$ cat config.mk
export PLATFORM = sky130hd
export DESIGN_NAME = instr_encoder_flat
export DESIGN_NICKNAME = d
export VERILOG_FILES = /design/src/rtl/instr_encoder_if.sv /design/src/rtl/instr_encoder.sv /design/src/flat_wrapper.sv
export SDC_FILE = /design/constraint.sdc
export NUM_CORES = 1
export LEC_CHECK = 0
export BUFFER_PORTS_ARGS = -buffer_cell sky130_fd_sc_hd__buf_2
export CAP_MARGIN = 30
export CORE_ASPECT_RATIO = 0.5
export CORE_MARGIN = 8
export CORE_UTILIZATION = 39
export CTS_BUF_LIST = sky130_fd_sc_hd__clkbuf_4 sky130_fd_sc_hd__clkbuf_8 sky130_fd_sc_hd__clkbuf_16
export CTS_CLUSTER_SIZE = 12
export DETAILED_ROUTE_END_ITERATION = 12
export GPL_TIMING_DRIVEN = 0
export PLACE_DENSITY = 0.67
export SLEW_MARGIN = 10
export SYNTH_ARGS = -nofsm -noshare
export SYNTH_HDL_FRONTEND = slang
export SYNTH_SLANG_ARGS = --single-unit
$ cat constraint.sdc
create_clock -name clk -period 2.6 [get_ports clk]
set_input_delay 0.78 -clock clk [delete_from_list [all_inputs] [get_ports clk]]
set_output_delay 0.78 -clock clk [all_outputs]
set_load 0.1 [all_outputs]
$ cat src/rtl/instr_encoder_if.sv
// Request and IMEM write-port bundle between the program loader and instr_encoder.
// The master drives field-level requests; the slave (the encoder) drives the write port.
interface instr_encoder_if #(
    parameter int ADDR_W = 9
);
    logic              req_valid;
    logic              req_ready;
    logic [2:0]        req_fmt;
    logic [4:0]        rd;
    logic [4:0]        rs1;
    logic [4:0]        rs2;
    logic [2:0]        funct3;
    logic [6:0]        funct7;
    logic [31:0]       imm;

    logic              wr_en;
    logic [ADDR_W-1:0] wr_addr;
    logic [31:0]       wr_data;

    modport master (
        output req_valid, req_fmt, rd, rs1, rs2, funct3, funct7, imm,
        input  req_ready, wr_en, wr_addr, wr_data
    );

    modport slave (
        input  req_valid, req_fmt, rd, rs1, rs2, funct3, funct7, imm,
        output req_ready, wr_en, wr_addr, wr_data
    );
endinterface

$ cat src/rtl/instr_encoder.sv
// Encodes field-level RV32I requests into 32-bit instruction words and writes them
// to consecutive IMEM word addresses, with a full flag and a sticky range/format error.
module instr_encoder #(
    parameter int ADDR_W    = 9,
    parameter int BASE_ADDR = 0
) (
    input  logic                  clk,
    input  logic                  reset,
    input  logic                  start,
    instr_encoder_if.slave        bus,
    output logic                  full,
    output logic                  err
);

    typedef enum logic [2:0] {
        FMT_R    = 3'd0,
        FMT_IMM  = 3'd1,
        FMT_LW   = 3'd2,
        FMT_SW   = 3'd3,
        FMT_BR   = 3'd4,
        FMT_JAL  = 3'd5,
        FMT_JALR = 3'd6,
        FMT_ILL  = 3'd7
    } fmt_e;

    localparam logic [6:0] OP_R    = 7'b0110011;
    localparam logic [6:0] OP_IMM  = 7'b0010011;
    localparam logic [6:0] OP_LW   = 7'b0000011;
    localparam logic [6:0] OP_SW   = 7'b0100011;
    localparam logic [6:0] OP_BR   = 7'b1100011;
    localparam logic [6:0] OP_JAL  = 7'b1101111;
    localparam logic [6:0] OP_JALR = 7'b1100111;

    localparam logic [ADDR_W-1:0] BASE = BASE_ADDR[ADDR_W-1:0];
    localparam logic [ADDR_W-1:0] LAST = '1;

    fmt_e              fmt;
    logic [31:0]       imm;
    logic              fits12;
    logic              fits13;
    logic              fits21;
    logic [31:0]       enc_word;
    logic              enc_ok;
    logic              accept;

    logic [ADDR_W-1:0] addr;
    logic              wr_en_q;
    logic [ADDR_W-1:0] wr_addr_q;
    logic [31:0]       wr_data_q;

    assign fmt = fmt_e'(bus.req_fmt);
    assign imm = bus.imm;

    // An immediate fits N signed bits when every bit above N-1 copies the sign bit.
    assign fits12 = (imm[31:11] == {21{imm[11]}});
    assign fits13 = (imm[31:12] == {20{imm[12]}});
    assign fits21 = (imm[31:20] == {12{imm[20]}});

    assign bus.req_ready = !full && !start;
    assign accept        = bus.req_valid && bus.req_ready;

    // NOTE: every output of a combinational block gets a default first so that no
    // path through the case leaves it unassigned and infers a latch.
    always_comb begin
        enc_word = '0;
        enc_ok   = 1'b0;
        case (fmt)
            FMT_R: begin
                enc_word = {bus.funct7, bus.rs2, bus.rs1, bus.funct3, bus.rd, OP_R};
                enc_ok   = 1'b1;
            end
            FMT_IMM: begin
                enc_word = {imm[11:0], bus.rs1, bus.funct3, bus.rd, OP_IMM};
                enc_ok   = fits12;
            end
            FMT_LW: begin
                enc_word = {imm[11:0], bus.rs1, 3'b010, bus.rd, OP_LW};
                enc_ok   = fits12;
            end
            FMT_SW: begin
                enc_word = {imm[11:5], bus.rs2, bus.rs1, 3'b010, imm[4:0], OP_SW};
                enc_ok   = fits12;
            end
            FMT_BR: begin
                enc_word = {imm[12], imm[10:5], bus.rs2, bus.rs1, bus.funct3,
                            imm[4:1], imm[11], OP_BR};
                enc_ok   = fits13 && !imm[0];
            end
            FMT_JAL: begin
                enc_word = {imm[20], imm[10:1], imm[11], imm[19:12], bus.rd, OP_JAL};
                enc_ok   = fits21 && !imm[0];
            end
            FMT_JALR: begin
                enc_word = {imm[11:0], bus.rs1, 3'b000, bus.rd, OP_JALR};
                enc_ok   = fits12;
            end
            default: begin
                enc_word = '0;
                enc_ok   = 1'b0;
            end
        endcase
    end

    // NOTE: sequential state uses non-blocking assignments so every register samples
    // the pre-edge values, independent of statement order.
    always_ff @(posedge clk or negedge reset) begin
        if (!reset) begin
            addr      <= BASE;
            full      <= 1'b0;
            err       <= 1'b0;
            wr_en_q   <= 1'b0;
            wr_addr_q <= BASE;
            wr_data_q <= '0;
        end else if (start) begin
            addr    <= BASE;
            full    <= 1'b0;
            err     <= 1'b0;
            wr_en_q <= 1'b0;
        end else begin
            wr_en_q <= 1'b0;
            if (accept) begin
                if (enc_ok) begin
                    wr_en_q   <= 1'b1;
                    wr_addr_q <= addr;
                    wr_data_q <= enc_word;
                    // The address parks on the last word instead of wrapping.
                    if (addr == LAST) begin
                        full <= 1'b1;
                    end else begin
                        addr <= addr + 1'b1;
                    end
                end else begin
                    err <= 1'b1;
                end
            end
        end
    end

    assign bus.wr_en   = wr_en_q;
    assign bus.wr_addr = wr_addr_q;
    assign bus.wr_data = wr_data_q;

endmodule
$ cat src/flat_wrapper.sv
// flat-port wrapper written by rule: the top's interface ports become plain ports
module instr_encoder_flat 
#(
    parameter int ADDR_W    = 9,
    parameter int BASE_ADDR = 0
)
  (clk, reset, start, full, err, bus_req_valid, bus_req_fmt, bus_rd, bus_rs1, bus_rs2, bus_funct3, bus_funct7, bus_imm, bus_req_ready, bus_wr_en, bus_wr_addr, bus_wr_data);
  instr_encoder_if #(.ADDR_W(ADDR_W)) bus_i ();
  input  logic clk;
  input  logic reset;
  input  logic start;
  output logic full;
  output logic err;
  input wire logic [$bits(bus_i.req_valid)-1:0] bus_req_valid;
  input wire logic [$bits(bus_i.req_fmt)-1:0] bus_req_fmt;
  input wire logic [$bits(bus_i.rd)-1:0] bus_rd;
  input wire logic [$bits(bus_i.rs1)-1:0] bus_rs1;
  input wire logic [$bits(bus_i.rs2)-1:0] bus_rs2;
  input wire logic [$bits(bus_i.funct3)-1:0] bus_funct3;
  input wire logic [$bits(bus_i.funct7)-1:0] bus_funct7;
  input wire logic [$bits(bus_i.imm)-1:0] bus_imm;
  output wire logic [$bits(bus_i.req_ready)-1:0] bus_req_ready;
  output wire logic [$bits(bus_i.wr_en)-1:0] bus_wr_en;
  output wire logic [$bits(bus_i.wr_addr)-1:0] bus_wr_addr;
  output wire logic [$bits(bus_i.wr_data)-1:0] bus_wr_data;
  assign bus_i.req_valid = bus_req_valid;
  assign bus_i.req_fmt = bus_req_fmt;
  assign bus_i.rd = bus_rd;
  assign bus_i.rs1 = bus_rs1;
  assign bus_i.rs2 = bus_rs2;
  assign bus_i.funct3 = bus_funct3;
  assign bus_i.funct7 = bus_funct7;
  assign bus_i.imm = bus_imm;
  assign bus_req_ready = bus_i.req_ready;
  assign bus_wr_en = bus_i.wr_en;
  assign bus_wr_addr = bus_i.wr_addr;
  assign bus_wr_data = bus_i.wr_data;
  instr_encoder #(.ADDR_W(ADDR_W), .BASE_ADDR(BASE_ADDR)) u_core (.clk(clk), .reset(reset), .start(start), .bus(bus_i), .full(full), .err(err));
endmodule
; ---- Yosys cells after proc, flatten, opt, wreduce, memory -nomap -nowiden
; Cells that the tools add are included.
[word_totals]
regBits = 53
inputBits = 64
out_inout_bits = 45
word_cells = 52
[classes]
n_addsub = 1
eq_ne = 12
mux = 16
n_bitwise = 1
reduce_logical = 16
[op_table]
columns = cell, n
row1 = one-hot mux 32 bit (7 select lines), 1
row2 = two-way mux 9 bit, 4
row3 = equality test 20 bit, 1
row4 = equality test 19 bit, 1
row5 = equality test 11 bit, 1
row6 = two-way mux 1 bit, 10
row7 = "adder 9 x 1 -> 9 bit, second input constant", 1
row8 = "equality test 3 bit, second input constant", 3
row9 = "equality test 9 bit, second input constant", 1
row10 = AND reduction 3 bit, 3
row11 = "equality test 3 x 2 -> 1 bit, second input constant", 2
row12 = nonzero test 2 bit, 3
row13 = logical AND 1 bit, 4
row14 = "!= test 2 bit, second input constant", 2
row15 = one-hot mux 1 bit (4 select lines), 1
row16 = OR reduction 4 bit, 1
row17 = "equality test 3 x 1 -> 1 bit, second input constant", 1
row18 = zero test 1 bit, 3
row19 = zero test 3 bit, 1
row20 = AND reduction 2 bit, 1
row21 = inverter 1 bit, 1

; ---- Longest topological paths before layout
[depth]
ltp_word = 6
depth_mapped = 10
depth_no_buf = 10

; ---- Least setup slack after synthesis
; OpenSTA, ideal clock, no wires.
[synth_timing]
path_type = input to output
from = in start
to = out bus_req_ready
arrival_time_ns = 2.462
t_required_ns = 1.820
slack_ns = -0.642
path_stages = 3
n_path_buf = 2
cell_sequence = clkbuf_1 clkbuf_1 nor2_1
[synth_between]
elab_chain_len = 2
[synth_rtl]
columns = item, line_no
row1 = "start, declared", flat_wrapper.sv:11  ; input logic start;
row2 = zero test 1 bit, instr_encoder.sv:59  ; assign bus.req_ready = !full && !start;
row3 = logical AND 1 bit, instr_encoder.sv:59
row4 = "end, declared", flat_wrapper.sv:22  ; output wire logic [$bits(bus_i.req_ready)-1:0] bus_req_ready;
; Every way passes these cells.

; ---- Worst setup path in the final report
[layout_timing]
from = in bus_imm[20]
to = reg u_core.wr_data_q[25] (netlist: u_core.bus.wr_data[25])
[layout_between]
elab_chain_len = 4
word_cells_on_any_way = 7
cone_classes = eq/ne (3) / mux (1) / reduce/logical (3)
[layout_rtl]
columns = item, line_no
row1 = "start, declared", flat_wrapper.sv:21  ; input wire logic [$bits(bus_i.imm)-1:0] bus_imm;
row2 = equality test 19 bit / equality test 11 bit (equally long branches), "instr_encoder.sv:56, instr_encoder.sv:57"
row3 = logical AND 1 bit (on tied branches), "instr_encoder.sv:87, instr_encoder.sv:91"
row4 = one-hot mux 1 bit (4 select lines) (*), instr_encoder.sv:67  ; case (fmt)
row5 = AND reduction 3 bit (no source line) (*), n/a
row6 = "end signal, assigned", instr_encoder.sv:125  ; wr_data_q <= enc_word;
row7 = "end, declared", instr_encoder.sv:49  ; logic [31:0] wr_data_q;
; Mark *: on every way between the ends. The rest lies on a longest branch, timed or not.
; A chain may end at the register's enable or synchronous reset.

==> summary.txt <==
Synth Flop Type: dfrtp_1
vias in the first global route: 2856
overall routing resource usage: 15.86%
die height: 79.88 um
PortBufs: 107
#FFs+latches synth: 52
crit path time final: 2.656 ns
worst-path maximum fanout: 8
Vias: 2822
grt total ovfl: 0
Leakage Power: 2.069 nW
nature of the critical path endpoint: flip-flop
status: finished, violations left
Final setup viols: 31
core area: 7971 um2
Sink Count: 52
antenna-violating nets left: 0
Clk Latency, worst-skew pair: 0.30 ns
DR pass1 iterations: 4
Num CTS Buffers: 5
CP dominant cell by count: nor4_4
final wirelength: 9100 um
Clock transition at path regs: 0.07 ns
R2R Path Start: u_core.addr[0]
GP Congestion: 0.8110
CTS Buffer Depth: 2
final hold violation count: 0
Starting DRT DRC Count: 140
H-tree depth: 2
Crit Path Class: input pin to flip-flop
fmax: 376.5 MHz
count of final max-slew check failures: 0
Avg Cell Area, Syn: 10.17 um2
Post-Syn Instances: 313
pre-CTS WS: -0.5907 ns
CP top delay family: simple AND/OR/NAND/NOR gates
area taken by multi-input logic gates: 1824 um2
Post-synth ARST share: 100.0%
Unique masters post-synth: 43
initial antenna violation count: 0
sequential area share after synthesis: 40.88%
P&R area growth vs syn: 37.89%
Clk Tree Root Cell: clkbuf_16
share of layout cells above drive strength 1: 43.12%
RSZ-0062 raised after global routing: true
IO Pins: 109
Setup Total Neg Slack: -0.9432 ns
flop2flop setup slack: 0.24 ns
die extent in x: 143.8 um
worst-path cell chain: buf_2, nor4_4, nand3_2, nor4_4, o2bb2ai_4, a211oi_4, buf_12, clkbuf_16, mux2_4
post-DP HPWL: 6727 um
Post-synth EDFFs: 0
Req. time, crit path: 2.79 ns
Seq. cell area: 1301 um2
TritonCTS clock tree: yes
crit path DAT: 2.84 ns
drc violations: 0
Worst Setup Start Kind: input pin
Buf+Inv Stages, Crit Path: 3
cts hold-fix bufs: 0
Crit path largest cell delay: 0.36 ns
R2R Path End: u_core.addr[5]
nets: 508
Setup WS post-layout: -0.05582 ns
slowest CP cell: nor4_4
Peak VDD IR: 0.2737 mV
WL/cell: 16.40 um
R2R cell count: 10
max-cap violations: 0
biggest area consumer among synthesized cells: dfrtp_1
post-synth top area share: 40.88%
largest net degree at the start of global routing: 34
clock skew: 0.005136 ns
Total Die Area: 11480 um2
cell area after synthesis: 3183 um2
Initial Utilization: 39.93%
vias per inst: 5.085
failing checks: setup timing
# fillers: 760
n_diodes: 0
Slew HR: 60.28%
num rows: 23
Power per Cell Area: 570.4 nW/um2
Worst Max-Slew Pin Slew: 0.5904 ns
synth top area cells: dfrtp_1 41%, mux2_4 15%, a21oi_1 6.3%
first-pass GRT wire length: 14430 um
syn_nets: 379
HP Class: input pin to asynchronous set/reset pin
Yosys warning count: 0
fin crit share: 102.1%
## flip-flops by register name (all words and copies together), names as in the netlist
register            cells
u_core.bus.wr_en        1
u_core.addr             9
u_core.full             1
u_core.bus.wr_data     31
u_core.bus.wr_addr      9
u_core.err              1
## worst max-delay path by stage
stage                     start                     end  slack (ns)  cells past startpoint
floorplan           bus_imm[24]   u_core.bus.wr_addr[0]       -0.16                      8
global placement    bus_imm[19]  u_core.bus.wr_data[14]       -0.61                      8
detailed placement  bus_imm[20]  u_core.bus.wr_data[23]       -0.59                      8
CTS                 bus_imm[25]   u_core.bus.wr_addr[0]       -0.02                     10
global route        bus_imm[20]  u_core.bus.wr_data[25]       -0.15                      9
finish              bus_imm[20]  u_core.bus.wr_data[25]       -0.06                      9
## cell usage after synthesis, drive strengths merged, types with 2 or more instances
| master | instances |
|---|---|
| nand2 | 25 |
| mux2i | 13 |
| buf | 8 |
| a21oi | 40 |
| clkbuf | 12 |
| ha | 2 |
| inv | 9 |
| nor4 | 5 |
| a31oi | 4 |
| mux2 | 39 |
| nor2 | 18 |
| o21ai | 4 |
| nor3 | 4 |
| o22ai | 6 |
| dfrtp | 52 |
| a211oi | 11 |
| nand4 | 7 |
| nand3 | 6 |
| nor3b | 5 |
| or2 | 2 |
| nor2b | 26 |
## timing repair
action	CTS	global route
buffers inserted	3	8
endpoints found under the setup margin	42	39
pin swaps	3	8
gates cloned	0	3
resized for setup	4	25
hold endpoints to repair	0	0
## where the power goes
part	internal (mW)	switching (mW)	total [mW]	leakage (nW)
registers	0.864	0.0309	0.895	0.689
logic	0.200	0.630	0.830	1.30
clock network	0.469	0.309	0.779	0.0849
total	1.53	0.970	2.50	2.07
## layout by cell type (no fill, tap or decap), types with 7 or more instances in the layout
| cell type | Yosys | final |
|---|---|---|
| buf_4 | 1 | 8 |
| clkbuf_1 | 12 | 10 |
| nand2_1 | 25 | 24 |
| nor2_1 | 18 | 17 |
| dfrtp_1 | 52 | 52 |
| nor2b_1 | 26 | 26 |
| inv_1 | 9 | 9 |
| mux2i_1 | 13 | 13 |
| mux2_4 | 31 | 33 |
| buf_2 | 1 | 105 |
| a211oi_1 | 10 | 9 |
| nand4_1 | 7 | 7 |
| clkbuf_16 | 0 | 8 |
| a21oi_1 | 40 | 40 |
## cells by family (layout without fill, tap and decap cells)
kind of cell | count (synthesis) | after routing | share of synthesized area (%)
AO/OA/AOI/OAI | 72 | 72 | 13.72
XOR/XNOR | 1 | 1 | 0.2752
adder cells (fa/ha/maj) | 2 | 2 | 0.7860
buffers and inverters | 30 | 160 | 5.227
flip-flops | 52 | 52 | 40.88
multiplexers | 52 | 52 | 21.54
AND/OR/NAND/NOR | 104 | 104 | 17.57
## per-stage QoR
stage / instance area [um2] / total power [mW] / std cells / utilization [%] / hold WS (ns)
6_report: 4389 / 2.503 / 555 / 55.06 / 0.4381
5_1_grt: 4389 / 2.601 / 555 / 55.06 / 0.4724
4_1_cts: 4141 / 2.508 / 544 / 51.95 / 0.4545
3_5_place_dp: 3916 / 1.726 / 533 / 49.13 / 0.4903
3_3_place_gp: 3896 / 1.718 / 532 / 48.88 / 0.4819
2_1_floorplan: 3221 / 1.532 / 313 / - / 0.4844
## layer usage
metal  part of all wire [%]  track usage [%]  vias up
li1                       -                -     1388
met1                     43            19.23     1357
met2                     51            27.04       65
met3                    4.9            4.057       12
met4                    1.6            5.515        0
met5                      0                0        -
## worst reg2reg max path, stage by stage (launching register included)
cell	delay (ns)
dfrtp_1	0.43
ha_1	0.24
nand2_1	0.09
nor2_1	0.06
and3_1	0.17
ha_1	0.22
inv_1	0.08
and4_1	0.26
nand4_1	0.13
a211oi_2	0.23
mux2_2	0.35
## final cells by class
type                    instances  area share, %
flip-flops and latches         52          29.65
inverters                      10         0.8552
multi-input cells             231          41.56
well taps                     112          3.193
clock buffers                   6          3.022
clock inverters                 2         0.8837
repair buffers                122          17.30
plain buffers                  20          3.535
(Power assumes the default switching activity.)
